--- src/rtl/onchip_ram_fill_check_if.sv ---
// onchip_ram_fill_check_if
//   Avalon-MM bus between the fill/check master and the on-chip RAM s1 port.
//   master modport: drives address/clken/chipselect/write/writedata/byteenable,
//                   receives readdata.
//   slave modport : the RAM side, mirror image of the master.
interface onchip_ram_fill_check_if #(
  parameter int ADDR_W = 10,
  parameter int DATA_W = 32
);
  logic [ADDR_W-1:0]   avm_address;
  logic                avm_clken;
  logic                avm_chipselect;
  logic                avm_write;
  logic [DATA_W-1:0]   avm_writedata;
  logic [DATA_W/8-1:0] avm_byteenable;
  logic [DATA_W-1:0]   avm_readdata;

  modport master (
    output avm_address, avm_clken, avm_chipselect, avm_write,
           avm_writedata, avm_byteenable,
    input  avm_readdata
  );

  modport slave (
    input  avm_address, avm_clken, avm_chipselect, avm_write,
           avm_writedata, avm_byteenable,
    output avm_readdata
  );
endinterface

--- src/rtl/onchip_ram_fill_check.sv ---
// onchip_ram_fill_check
//   Avalon-MM master for RAM bring-up / self-test. Fills a window of words with
//   seed+i, reads the window back and compares, or does both back to back.
// Ports
//   clk, reset      clock, synchronous active-high reset
//   start           one-cycle request, only honoured in IDLE
//   mode            00 fill, 01 check, 1x fill then check
//   base            first word address (window wraps at 2**ADDR_W)
//   length          word count 0..2**ADDR_W
//   seed            pattern seed, word i = seed + i
//   busy            high while filling, checking or draining reads
//   done            one-cycle completion pulse
//   error           at least one mismatch seen in the last check
//   err_count       number of mismatches in the last check
//   first_err_addr  address of the first mismatch
//   avm             Avalon-MM master port to the RAM s1 slave
module onchip_ram_fill_check #(
  parameter int ADDR_W       = 10,
  parameter int DATA_W       = 32,
  parameter int READ_LATENCY = 1
) (
  input  logic                clk,
  input  logic                reset,
  input  logic                start,
  input  logic [1:0]          mode,
  input  logic [ADDR_W-1:0]   base,
  input  logic [ADDR_W:0]     length,
  input  logic [DATA_W-1:0]   seed,
  output logic                busy,
  output logic                done,
  output logic                error,
  output logic [ADDR_W:0]     err_count,
  output logic [ADDR_W-1:0]   first_err_addr,
  onchip_ram_fill_check_if.master avm
);

  localparam logic [2:0] S_IDLE  = 3'd0;
  localparam logic [2:0] S_FILL  = 3'd1;
  localparam logic [2:0] S_CHECK = 3'd2;
  localparam logic [2:0] S_DRAIN = 3'd3;
  localparam logic [2:0] S_DONE  = 3'd4;

  localparam logic [ADDR_W-1:0] A_ONE = ADDR_W'(1);
  localparam logic [DATA_W-1:0] D_ONE = DATA_W'(1);
  localparam logic [ADDR_W:0]   C_ONE = (ADDR_W + 1)'(1);

  logic [2:0]              state;
  logic                    then_check;
  logic [ADDR_W-1:0]       base_r;
  logic [ADDR_W:0]         len_r;
  logic [ADDR_W:0]         idx;
  logic [DATA_W-1:0]       seed_r;
  logic [ADDR_W-1:0]       addr_r;
  logic [DATA_W-1:0]       wdata_r;
  logic                    cs_r;
  logic                    we_r;
  logic                    clken_r;

  // One stage per cycle of RAM read latency; the last stage lines up with
  // the readdata belonging to that read.
  logic [READ_LATENCY-1:0] pipe_v;
  logic [ADDR_W-1:0]       pipe_idx [READ_LATENCY];

  logic                    last_word;
  logic                    rd_now;
  logic [READ_LATENCY-1:0] pipe_pend;
  logic [DATA_W-1:0]       exp_data;
  logic                    mismatch;

  assign last_word = (idx == len_r - C_ONE);
  assign rd_now    = cs_r && !we_r;
  // Shifting out the top stage leaves only reads that still need more
  // cycles after this edge; zero means the last compare happens now.
  assign pipe_pend = pipe_v << 1;
  assign exp_data  = seed_r + DATA_W'(pipe_idx[READ_LATENCY-1]);
  assign mismatch  = pipe_v[READ_LATENCY-1] && (avm.avm_readdata != exp_data);

  assign busy = (state == S_FILL) || (state == S_CHECK) || (state == S_DRAIN);
  assign done = (state == S_DONE);

  assign avm.avm_address    = addr_r;
  assign avm.avm_writedata  = wdata_r;
  assign avm.avm_chipselect = cs_r;
  assign avm.avm_write      = we_r;
  assign avm.avm_clken      = clken_r;
  assign avm.avm_byteenable = cs_r ? '1 : '0;

  always_ff @(posedge clk) begin
    if (reset) begin
      state          <= S_IDLE;
      then_check     <= 1'b0;
      base_r         <= '0;
      len_r          <= '0;
      idx            <= '0;
      seed_r         <= '0;
      addr_r         <= '0;
      wdata_r        <= '0;
      cs_r           <= 1'b0;
      we_r           <= 1'b0;
      clken_r        <= 1'b0;
      error          <= 1'b0;
      err_count      <= '0;
      first_err_addr <= '0;
      pipe_v         <= '0;
      for (int j = 0; j < READ_LATENCY; j++) pipe_idx[j] <= '0;
    end else begin
      pipe_v      <= (pipe_v << 1) | READ_LATENCY'(rd_now);
      pipe_idx[0] <= idx[ADDR_W-1:0];
      for (int j = 1; j < READ_LATENCY; j++) pipe_idx[j] <= pipe_idx[j-1];

      // first_err_addr is only captured while error is still clear.
      if (mismatch) begin
        err_count <= err_count + C_ONE;
        error     <= 1'b1;
        if (!error) first_err_addr <= base_r + pipe_idx[READ_LATENCY-1];
      end

      case (state)
        S_IDLE: begin
          if (start) begin
            then_check     <= mode[1];
            base_r         <= base;
            len_r          <= length;
            seed_r         <= seed;
            idx            <= '0;
            error          <= 1'b0;
            err_count      <= '0;
            first_err_addr <= '0;
            if (length == '0) begin
              state <= S_DONE;
            end else if (mode == 2'b01) begin
              state   <= S_CHECK;
              addr_r  <= base;
              cs_r    <= 1'b1;
              we_r    <= 1'b0;
              clken_r <= 1'b1;
            end else begin
              state   <= S_FILL;
              addr_r  <= base;
              wdata_r <= seed;
              cs_r    <= 1'b1;
              we_r    <= 1'b1;
              clken_r <= 1'b1;
            end
          end
        end
        S_FILL: begin
          if (last_word) begin
            if (then_check) begin
              state  <= S_CHECK;
              idx    <= '0;
              addr_r <= base_r;
              we_r   <= 1'b0;
            end else begin
              state   <= S_DONE;
              cs_r    <= 1'b0;
              we_r    <= 1'b0;
              clken_r <= 1'b0;
            end
          end else begin
            idx     <= idx + C_ONE;
            addr_r  <= addr_r + A_ONE;
            wdata_r <= wdata_r + D_ONE;
          end
        end
        S_CHECK: begin
          if (last_word) begin
            state <= S_DRAIN;
            cs_r  <= 1'b0;
          end else begin
            idx    <= idx + C_ONE;
            addr_r <= addr_r + A_ONE;
          end
        end
        S_DRAIN: begin
          if (pipe_pend == '0) begin
            state   <= S_DONE;
            clken_r <= 1'b0;
          end
        end
        S_DONE:  state <= S_IDLE;
        default: state <= S_IDLE;
      endcase
    end
  end

endmodule
--- src/flat_wrapper.sv ---
// flat-port wrapper written by rule: the top's interface ports become plain ports
module onchip_ram_fill_check_flat 
#(
  parameter int ADDR_W       = 10,
  parameter int DATA_W       = 32,
  parameter int READ_LATENCY = 1
)
  (clk, reset, start, mode, base, length, seed, busy, done, error, err_count, first_err_addr, avm_avm_address, avm_avm_clken, avm_avm_chipselect, avm_avm_write, avm_avm_writedata, avm_avm_byteenable, avm_avm_readdata);
  onchip_ram_fill_check_if #(.ADDR_W(ADDR_W), .DATA_W(DATA_W)) avm_i ();
  input  logic clk;
  input  logic reset;
  input  logic start;
  input  logic [1:0] mode;
  input  logic [ADDR_W-1:0] base;
  input  logic [ADDR_W:0] length;
  input  logic [DATA_W-1:0] seed;
  output logic busy;
  output logic done;
  output logic error;
  output logic [ADDR_W:0] err_count;
  output logic [ADDR_W-1:0] first_err_addr;
  output wire logic [$bits(avm_i.avm_address)-1:0] avm_avm_address;
  output wire logic [$bits(avm_i.avm_clken)-1:0] avm_avm_clken;
  output wire logic [$bits(avm_i.avm_chipselect)-1:0] avm_avm_chipselect;
  output wire logic [$bits(avm_i.avm_write)-1:0] avm_avm_write;
  output wire logic [$bits(avm_i.avm_writedata)-1:0] avm_avm_writedata;
  output wire logic [$bits(avm_i.avm_byteenable)-1:0] avm_avm_byteenable;
  input wire logic [$bits(avm_i.avm_readdata)-1:0] avm_avm_readdata;
  assign avm_avm_address = avm_i.avm_address;
  assign avm_avm_clken = avm_i.avm_clken;
  assign avm_avm_chipselect = avm_i.avm_chipselect;
  assign avm_avm_write = avm_i.avm_write;
  assign avm_avm_writedata = avm_i.avm_writedata;
  assign avm_avm_byteenable = avm_i.avm_byteenable;
  assign avm_i.avm_readdata = avm_avm_readdata;
  onchip_ram_fill_check #(.ADDR_W(ADDR_W), .DATA_W(DATA_W), .READ_LATENCY(READ_LATENCY)) u_core (.clk(clk), .reset(reset), .start(start), .mode(mode), .base(base), .length(length), .seed(seed), .busy(busy), .done(done), .error(error), .err_count(err_count), .first_err_addr(first_err_addr), .avm(avm_i));
endmodule
--- config.mk ---
export PLATFORM = sky130hd
export DESIGN_NAME = onchip_ram_fill_check_flat
export DESIGN_NICKNAME = d
export VERILOG_FILES = /design/src/rtl/onchip_ram_fill_check_if.sv /design/src/rtl/onchip_ram_fill_check.sv /design/src/flat_wrapper.sv
export SDC_FILE = /design/constraint.sdc
export NUM_CORES = 1
export LEC_CHECK = 0
export ABC_AREA = 1
export BUFFER_PORTS_ARGS = -buffer_cell sky130_fd_sc_hd__buf_2
export CELL_PAD_IN_SITES_DETAIL_PLACEMENT = 1
export CELL_PAD_IN_SITES_GLOBAL_PLACEMENT = 1
export CORE_MARGIN = 2
export CORE_UTILIZATION = 35
export DETAILED_ROUTE_END_ITERATION = 7
export GPL_ROUTABILITY_DRIVEN = 0
export PLACE_DENSITY = 0.87
export SLEW_MARGIN = 10
export SYNTH_ARGS = -nofsm -noshare
export SYNTH_HDL_FRONTEND = slang
export SYNTH_SLANG_ARGS = --single-unit
--- constraint.sdc ---
create_clock -name clk -period 2.4 [get_ports clk]
set_clock_uncertainty 0.05 [all_clocks]
set_input_delay 0 -clock clk [delete_from_list [all_inputs] [get_ports clk]]
set_output_delay 0 -clock clk [all_outputs]
set_load 0.03 [all_outputs]
==> key figures <==
Global route
  • Grt total ovfl: 0
  • Busiest grt layer: met2
  • Initial antenna violation count: 6
  • Pin count of the biggest net entering global routing: 69
  • Met1 Use GR: 0.383
  • Vias in the first global route: 13300
  • GRT Resource Usage Total: 0.330
  • Global-route wire length before repair: 74500 um
  • GRT met3 Usage: 0.0721
  • GR Util met2: 0.556

Synthesis
  • Library cells used by synthesis: 48
  • Yosys top cell area share: 0.303
  • Post-synthesis cell area: 9630 um2
  • Number of synthesized flops with an enable pin: 0
  • Post-Synthesis Cells: 1476
  • Warnings from Yosys: 0
  • Leading area contributor after synthesis: dfxtp_1
  • Most common flop cell mapped by yosys: dfxtp_1
  • Seq/Total Area, Yosys: 0.303
  • Ys async rst share: 0
  • Top cells by area, synth: dfxtp_1, nand2_1, nand3_1, a21oi_1, xor2_1
  • Synth Register Bits: 146
  • Count leader, synth: nand2_1
  • Most frequent cells after synthesis: nand2_1, nand3_1, dfxtp_1, inv_1, nor2_1
  • Syn_nets: 1592
  • Syn avg cell area: 6.53 um2

Worst setup path
  • Crit path max fanout: 4
  • Critical Path RT: 2.71 ns
  • Worst setup EP type: flop
  • CP Launch Type: flop
  • Crit Path Class: reg -> reg
  • CP arrival: 3.61 ns

Route
  • WL per Instance: 29.5 um
  • DRT Wirelength: 63300 um
  • Vias/cell: 6.45
  • DRT iter0 DRCs: 1781
  • Vias: 13900
  • Antenna Violating Nets Remaining: 0
  • Drt first pass iters: 7
  • Residual DRC count: 0

STA
  • Worst hold slack: 0.0698 ns
  • FMAX: 303 MHz
  • Slew margin rel.: 0.249
  • Final-report max-slew violation count: 0
  • Final Hold Vio Count: 0
  • Final Cycle Share: 1.38
  • Final setup viols: 82
  • RSZ-0062 raised after global routing: yes
  • Final worst setup slack: -0.903 ns
  • Slew @ Worst Pin: 1.12 ns
  • Crit path time final: 3.30 ns

CTS
  • Num CTS Buffers: 17
  • Clock sinks: 146
  • Maximum level of the CTS H-tree: 4
  • Maximum buffer depth of the clock tree: 2
  • Worst-path clk slew: 0.08 ns
  • CTS tree: yes
  • Worst skew pair latency: 0.48 ns
  • CTS Root Buffer Type: clkbuf_16

Placement
  • Dpl hpwl: 27700 um
  • Post-Place Setup Slack: -0.465 ns
  • PortBufs: 162

Power
  • Internal: 8010 uW
  • Net Switching: 9120 uW
  • Lkg Pwr: 0.00670 uW
  • P per Cell Area: 1180 nW/um2
  • Sequential power share: 0.245
  • Worst VDD drop: 559 uV
  • Sw Ratio: 0.532
  • Clk pwr share: 0.172
  • Gate power share: 0.583

Floorplan
  • Die height: 170 um
  • Die footprint: 28900 um2
  • Number of placement rows: 60
  • Core Footprint: 27000 um2
  • Starting Density: 0.357
  • DIE WIDTH: 170 um
  • Top-Level Pins: 163

Outcome
  • Failing checks: negative setup slack
  • Status: finished, violations left

Finish
  • Final nets: 1903
  • Ratio of cells with drive above 1 in the final layout: 0.347
  • Area grow syn2layout: 50.5%

Worst hold path
  • Worst Hold Class: in -> reg

Job
  • Total of max-cap violations: 0
## state kept, by name, indices dropped and copies added, names as in the netlist
| signal | cells |
|---|---|
| u_core.error | 1 |
| u_core.base_r | 10 |
| u_core.first_err_addr | 10 |
| u_core.len_r | 11 |
| u_core.seed_r | 32 |
| u_core.avm.avm_writedata | 32 |
| u_core.pipe_idx | 10 |
| u_core.avm.avm_clken | 1 |
| u_core.err_count | 11 |
| u_core.avm.avm_write | 1 |
| u_core.avm.avm_address | 10 |
| u_core.avm.avm_chipselect | 1 |
| u_core.pipe_v | 1 |
| u_core.idx | 11 |
| u_core.then_check | 1 |
| u_core.state | 3 |
## repair_timing
item | 4_1_cts | 5_1_grt
endpoints found under the hold margin | 90 | 0
gates resized for setup | 101 | 320
hold buffers | 56 | 0
pin swaps | 21 | 86
cloned | 1 | 8
setup endpoints to repair | 73 | 80
setup buffers | 12 | 19
## critical path: stages (launching register included)
cell      delay, ns
dfxtp_2        0.35
buf_4          0.15
ha_1           0.37
nand2_1        0.18
inv_1          0.09
nand2_1        0.11
nand2_1        0.09
a21oi_1        0.55
o21ai_1        0.26
nand2_1        0.15
a21boi_1       0.15
nor2_1         0.15
nand2_1        0.11
nand2_1        0.16
a21oi_1        0.08
nor2_1         0.11
nor2_1         0.06
## power by group through the flow
stage / Combinational (uW) / Clock (uW) / Sequential, uW
2_1_floorplan: 3510 / 0 / 4290
6_report: 9990 / 2950 / 4190
5_1_grt: 10300 / 2960 / 4200
3_3_place_gp: 5950 / 0 / 3760
4_1_cts: 6880 / 2710 / 3810
3_5_place_dp: 6180 / 0 / 3810
## cell families after synthesis
| kind of cell | Yosys count | synth area share |
|---|---|---|
| xor gates and xnor gates | 100 | 0.0925 |
| muxes | 21 | 0.0218 |
| adders and majority gates | 26 | 0.0353 |
| and+or+nand+nor | 755 | 0.342 |
| DFF | 146 | 0.303 |
| AOI/OAI and AO/OA | 217 | 0.117 |
| buffers and inverters | 211 | 0.0879 |
## area by class of cell
| type | instances | area, um2 |
|---|---|---|
| Clock inverter | 15 | 146 |
| Fill cell | 3343 | 12500 |
| Antenna cell | 7 | 17.5 |
| Clock buffer | 17 | 425 |
| Timing Repair inverter | 1 | 16.3 |
| Multi-Input combinational cell | 1119 | 7240 |
| Timing Repair Buffer | 348 | 2650 |
| Sequential cell | 146 | 2970 |
| Tap cell | 341 | 427 |
| Inverter | 154 | 607 |
## final timing paths
kind,cells after the start,slack [ns],endpoint,start
max reg2reg,16,-0.90,u_core.first_err_addr[9]$_SDFF_PP0_,u_core.pipe_idx[0][4]$_SDFF_PP0_
max,16,-0.90,u_core.first_err_addr[9]$_SDFF_PP0_,u_core.pipe_idx[0][4]$_SDFF_PP0_
min reg2reg,2,0.45,u_core.err_count[9]$_SDFF_PP0_,u_core.err_count[9]$_SDFF_PP0_
min,5,0.07,u_core.err_count[8]$_SDFF_PP0_,reset
## routing by layer
metal	routed length [um]	part of all wire	vias to the layer above
li1	-	-	5422
met1	21700	0.34	6542
met2	27800	0.44	1330
met3	7530	0.12	563
met4	6240	0.099	4
met5	36	0.00057	-
## placed cells by master, fill, tap and decap left out, types with 6 or more instances in the layout
cell type / n
a21oi_1: 86
a21oi_2: 40
buf_12: 10
buf_2: 162
buf_4: 101
buf_6: 11
clkbuf_16: 23
dfxtp_1: 120
dfxtp_2: 21
diode_2: 7
dlygate4sd3_1: 56
ha_1: 14
ha_4: 10
inv_1: 138
inv_2: 11
mux2i_1: 21
nand2_1: 291
nand2_2: 40
nand2_4: 32
nand3_1: 117
nand3_2: 20
nand3_4: 14
nand3b_1: 8
nand4_1: 21
nor2_1: 109
nor2_2: 26
nor2_4: 14
nor3_1: 32
nor3_2: 7
nor4_1: 8
o21ai_0: 38
o21ai_2: 18
o21ai_4: 14
xnor2_1: 26
xor2_1: 66
xor2_2: 6
## through the flow
stage,total power (uW),std cells,utilization,setup TNS [ns],area (um2)
2_1_floorplan,7800,1476,-,0,9640
3_3_place_gp,9720,2015,0.422,-9.27,11400
3_5_place_dp,9980,2015,0.422,-12.64,11400
4_1_cts,13400,2115,0.483,-4.75,13000
5_1_grt,17400,2146,0.538,-40.60,14500
6_report,17100,2148,0.538,-36.14,14500
Power figures use the tool's default switching activity.
